--- config.mk ---
export PLATFORM = sky130hd
export DESIGN_NAME = alu_control_seq
export DESIGN_NICKNAME = d
export VERILOG_FILES = /design/src/rtl/alu_control_seq.sv
export SDC_FILE = /design/constraint.sdc
export NUM_CORES = 1
export LEC_CHECK = 0
export ABC_AREA = 1
export CORE_AREA = 5 5 62 64
export DETAILED_ROUTE_END_ITERATION = 16
export DIE_AREA = 0 0 67 69
export GPL_TIMING_DRIVEN = 0
export HOLD_SLACK_MARGIN = 0.03
export PLACE_DENSITY = 0.72
export SYNTH_ARGS = -nofsm -noshare
export SYNTH_HDL_FRONTEND = slang
export SYNTH_SLANG_ARGS = --single-unit
--- constraint.sdc ---
create_clock -name clk -period 1.24 [get_ports clk]
set_input_delay 0.248 -clock clk [delete_from_list [all_inputs] [get_ports clk]]
set_output_delay 0.248 -clock clk [all_outputs]
set_load 0.05 [all_outputs]
--- src/rtl/alu_control_seq.sv ---
// ALU control decoder with multi-cycle MULTU/DIVU sequencing.
// Decodes R-type funct into registered ALU/shifter/MDU/writeback control and stalls decode while the MDU iterates.
module alu_control_seq #(
   parameter int unsigned WIDTH      = 32,
   parameter bit          ENABLE_DIV = 1'b1,
   localparam int unsigned CNT_W     = $clog2(WIDTH) + 1
) (
   input  logic             clk,
   input  logic             rst_n,
   input  logic [5:0]       funct,
   input  logic             valid,
   output logic             stall,
   output logic [5:0]       alu_ctrl,
   output logic [5:0]       sht_ctrl,
   output logic [5:0]       mdu_ctrl,
   output logic             mdu_step,
   output logic [CNT_W-1:0] iter,
   output logic [1:0]       mux_sel,
   output logic             hilo_we,
   output logic             illegal
);

   localparam logic [5:0] F_AND   = 6'd36;
   localparam logic [5:0] F_OR    = 6'd37;
   localparam logic [5:0] F_ADD   = 6'd32;
   localparam logic [5:0] F_SUB   = 6'd34;
   localparam logic [5:0] F_SLT   = 6'd42;
   localparam logic [5:0] F_SLL   = 6'd0;
   localparam logic [5:0] F_MULTU = 6'd25;
   localparam logic [5:0] F_DIVU  = 6'd27;
   localparam logic [5:0] F_MFHI  = 6'd16;
   localparam logic [5:0] F_MFLO  = 6'd18;

   localparam logic [1:0] MUX_ALU = 2'd0;
   localparam logic [1:0] MUX_SHT = 2'd1;
   localparam logic [1:0] MUX_HI  = 2'd2;
   localparam logic [1:0] MUX_LO  = 2'd3;

   localparam logic [CNT_W-1:0] LAST_ITER = CNT_W'(WIDTH - 1);

   typedef enum logic [1:0] {
      S_IDLE = 2'd0,
      S_RUN  = 2'd1,
      S_WB   = 2'd2
   } state_t;

   state_t           state_q;
   state_t           state_d;
   logic [5:0]       alu_d;
   logic [5:0]       sht_d;
   logic [5:0]       mdu_d;
   logic             step_d;
   logic [CNT_W-1:0] iter_d;
   logic [1:0]       mux_d;
   logic             hilo_d;
   logic             ill_d;
   logic             is_mdu_op;
   logic             accept;

   // MDU start is only possible from IDLE; stall covers the accept cycle and every RUN cycle.
   always_comb begin
      is_mdu_op = (funct == F_MULTU) || ((funct == F_DIVU) && ENABLE_DIV);
      accept    = (state_q == S_IDLE) && valid && is_mdu_op;
      stall     = accept || (state_q == S_RUN);
   end

   always_comb begin
      state_d = state_q;
      alu_d   = '0;
      sht_d   = '0;
      mdu_d   = '0;
      step_d  = 1'b0;
      iter_d  = '0;
      mux_d   = MUX_ALU;
      hilo_d  = 1'b0;
      ill_d   = 1'b0;
      case (state_q)
         S_IDLE, S_WB: begin
            // WB falls through to IDLE while decoding the instruction presented during the write cycle.
            state_d = S_IDLE;
            if (accept) begin
               mdu_d   = funct;
               step_d  = 1'b1;
               state_d = S_RUN;
            end else if (valid) begin
               case (funct)
                  F_AND, F_OR, F_ADD, F_SUB, F_SLT: alu_d = funct;
                  F_SLL: begin
                     sht_d = funct;
                     mux_d = MUX_SHT;
                  end
                  F_MFHI:  mux_d = MUX_HI;
                  F_MFLO:  mux_d = MUX_LO;
                  F_MULTU: ill_d = 1'b0;
                  F_DIVU:  ill_d = ~ENABLE_DIV;
                  default: ill_d = 1'b1;
               endcase
            end
         end
         S_RUN: begin
            mdu_d  = mdu_ctrl;
            step_d = 1'b1;
            iter_d = iter + CNT_W'(1);
            if (iter == LAST_ITER) begin
               state_d = S_WB;
               mdu_d   = '0;
               step_d  = 1'b0;
               iter_d  = '0;
               hilo_d  = 1'b1;
            end
         end
         default: state_d = S_IDLE;
      endcase
   end

   always_ff @(posedge clk or negedge rst_n) begin
      if (!rst_n) begin
         state_q  <= S_IDLE;
         alu_ctrl <= '0;
         sht_ctrl <= '0;
         mdu_ctrl <= '0;
         mdu_step <= 1'b0;
         iter     <= '0;
         mux_sel  <= MUX_ALU;
         hilo_we  <= 1'b0;
         illegal  <= 1'b0;
      end else begin
         state_q  <= state_d;
         alu_ctrl <= alu_d;
         sht_ctrl <= sht_d;
         mdu_ctrl <= mdu_d;
         mdu_step <= step_d;
         iter     <= iter_d;
         mux_sel  <= mux_d;
         hilo_we  <= hilo_d;
         illegal  <= ill_d;
      end
   end

endmodule

==> impl_metrics.tcl <==
set metrics [dict create \
    dp_cells 225 \
    hold_violations 0 \
    cts_root_buf "clkbuf_4" \
    synth_area_leader_cell "dfrtp_1" \
    fp.dieArea_sq_um 4620 \
    htree_levels 2 \
    violations "setup timing" \
    finalCritPeriodShare 1.24 \
    placed_cell_area_sq_um 1730 \
    drive_above_1_share 0.395 \
    power_density_nw_per_um2 1340 \
    syn_area_sq_um 1260 \
    grt_pass1_wl_um 4890 \
    ir_worst_vdd_mv 0.955 \
    final_core_util 0.588 \
    ys_warn_count 0 \
    io_buffers 38 \
    antennaDiodeCount 0 \
    yosys-top-cells-count "dfrtp_1, nand2_1, nor2_1, inv_1, nand3_1" \
    synth_xor_area_frac 0 \
    r2r_cells 8 \
    endpoint "stall" \
    antenna_left 0 \
    synth-edff-count 0 \
    synthArstFlopShare 1.00 \
    crit_chain "nor3_2, nand2_2, buf_6, nand2_4, buf_8" \
    cpPeakStageDelay_ns 0.40 \
    path_clk_slew_ns 0.10 \
    synth_compound_area_frac 0.0377 \
    globalRoute.totalOverflow 0 \
    crit_start "state_q[1]" \
    critical_path.top_delay_family "flip-flops" \
    fin_tns_setup_ns -0.297 \
    r2r_end "iter[5]" \
    cap_violations 0 \
    fp.dieH_um 69 \
    hpwl_um 1990 \
    tightest_slew_ns 0.741 \
    dp_worst_setup_slack_ns -1.13 \
    fillerInstances 282 \
    start_util 0.391 \
    clock-sinks 31 \
    synth_cells 135 \
    via_per_inst 4.38 \
    rows 21 \
    core_area_sq_um 3230 \
    clock_path_buffers 2 \
    synthMuxAreaShare 0 \
    die_x_um 67 \
    period_minus_slack_ns 1.54 \
    synth_seq_cells 31 \
    drtPass1Iterations 4 \
    cp_max_fo 2 \
    setup_slack_ns -0.297 \
    worst-endpoint-arrival_ns 1.29 \
    path_buf_inv 2 \
    yosys.area_share.simple 0.273 \
    hold_path.class "in2async" \
    synth_fa_ha_area_frac 0.00991 \
    routabilityCongestion 0.939 \
    syn_to_final_growth_pct 50.6 \
    avgSynthCellArea_sq_um 9.35 \
    drt-initial-drc-count 20 \
    slew_headroom 0.506 \
    numCtsBuffers 5 \
    outcome "complete, but fails checks" \
    setup_viol 1 \
    rsz0062_at_grt "true" \
    wire_per_inst_um 11.5 \
    crit_slowest_cell "dfrtp_1" \
    post-route-drc-count 0 \
    first_global_vias 1111 \
    final.setup_skew_ns 0.00995 \
    power.total_mw 2.55 \
    synth_top_area_frac 0.614 \
    critPathLaunchType "flip-flop" \
    static-leakage-power_nw 1.01 \
    final-seq-area_sq_um 779 \
    nets 209 \
    cp.depth 5 \
    wl_um 2840 \
    yosysMostFrequentCell "dfrtp_1" \
    grtUsageTotal 0.140 \
    post-route-cell-area_sq_um 1900 \
    ys_types 18 \
    multi_input_area_sq_um 490 \
    synth_area_leaders "dfrtp_1, nand2_1, nor2_1" \
    slew_violations 0 \
    final_cell_count_no_fill 246 \
    synth_flop_cell "dfrtp_1" \
    max_freq_mhz 651 \
    timing.hold.ws_ns 0.0519 \
    via_count 1077 \
    antenna_found_initial 0 \
    crit_required_ns 0.99 \
    cts_tree "done" \
    reg2reg_slack_ns 0.01 \
    r2r-start "iter[1]" \
    io_pins 39 \
    clk_latency_ns 0.34 \
    worst_setup_path_end_kind "primary output" \
    synth_top_family_by_area "simple AND/OR/NAND/NOR gates" \
    crit_type "reg2out" \
    grt_max_degree 32 \
    seq_area_frac_synth 0.614 \
]
## sequential cells by signal, indices dropped and copies added, names as in the netlist
register and count:
mdu_ctrl 6, alu_ctrl 6, state_q 2, sht_ctrl 6, hilo_we 1, mux_sel 2, illegal 1, mdu_step 1
iter 6
## worst min-delay path by stage
stage / slack [ns] / end / startpoint / depth (start not counted)
after floorplan: -0.05 / alu_ctrl[0] / rst_n / 0
after global placement: 0.45 / iter[0] / iter[0] / 1
after detailed placement: 0.46 / mdu_ctrl[4] / mdu_ctrl[4] / 2
after CTS: 0.09 / iter[4] / rst_n / 1
after global routing: 0.11 / iter[5] / rst_n / 1
final: 0.05 / iter[5] / rst_n / 1
## layer usage
layer | global-route usage | routed length, um
met5 | 0 | 0
met2 | 0.239 | 1530
met1 | 0.149 | 1070
met3 | 0.0308 | 156
met4 | 0.0946 | 83
## power by group
part           leakage [nW]  switching, mW  internal (mW)  total, mW
logic                 0.546          0.327          0.167      0.494
clock network        0.0525          0.346          0.629      0.975
registers             0.408         0.0243           1.06       1.08
total                  1.01          0.698           1.85       2.55
## kinds of logic after synthesis
logic type,Yosys count
adder cells (fa/ha/maj),1
AND/OR/NAND/NOR,75
AO/OA/AOI/OAI,8
other,1
flip-flops,31
buffers and inverters,19
## layout make-up
cell class | count | area share
multi-input cells | 91 | 0.258
plain buffers | 1 | 0.00592
repair buffers | 51 | 0.206
clock buffers | 6 | 0.0217
clock inverters | 2 | 0.0316
inverters | 18 | 0.0368
flip-flops and latches | 31 | 0.410
well taps | 46 | 0.0303
## repair_timing
| item | 4_1_cts | 5_1_grt |
|---|---|---|
| endpoints found under the hold margin | 0 | 0 |
| buffers inserted | 12 | 2 |
| endpoints found under the setup margin | 72 | 27 |
| gates resized for setup | 181 | 17 |
| hold buffers | 0 | 0 |
| pin swaps | 6 | 5 |
## cell usage in the layout (no fill, tap or decap), types with 2 or more instances in the layout
| cell | instances |
|---|---|
| nor3_1 | 2 |
| dfrtp_2 | 3 |
| dlygate4sd2_1 | 6 |
| a21oi_1 | 4 |
| bufinv_16 | 2 |
| inv_2 | 5 |
| clkbuf_4 | 10 |
| nand2_1 | 19 |
| nor2_1 | 24 |
| buf_4 | 12 |
| dfrtp_1 | 28 |
| nor2_4 | 3 |
| buf_6 | 9 |
| inv_1 | 12 |
| buf_2 | 17 |
| nand2_4 | 2 |
| o21ai_0 | 2 |
| nand3_1 | 14 |
| nand2_2 | 6 |
| nor2_2 | 2 |
| conb_1 | 7 |
Power figures use the tool's default switching activity.
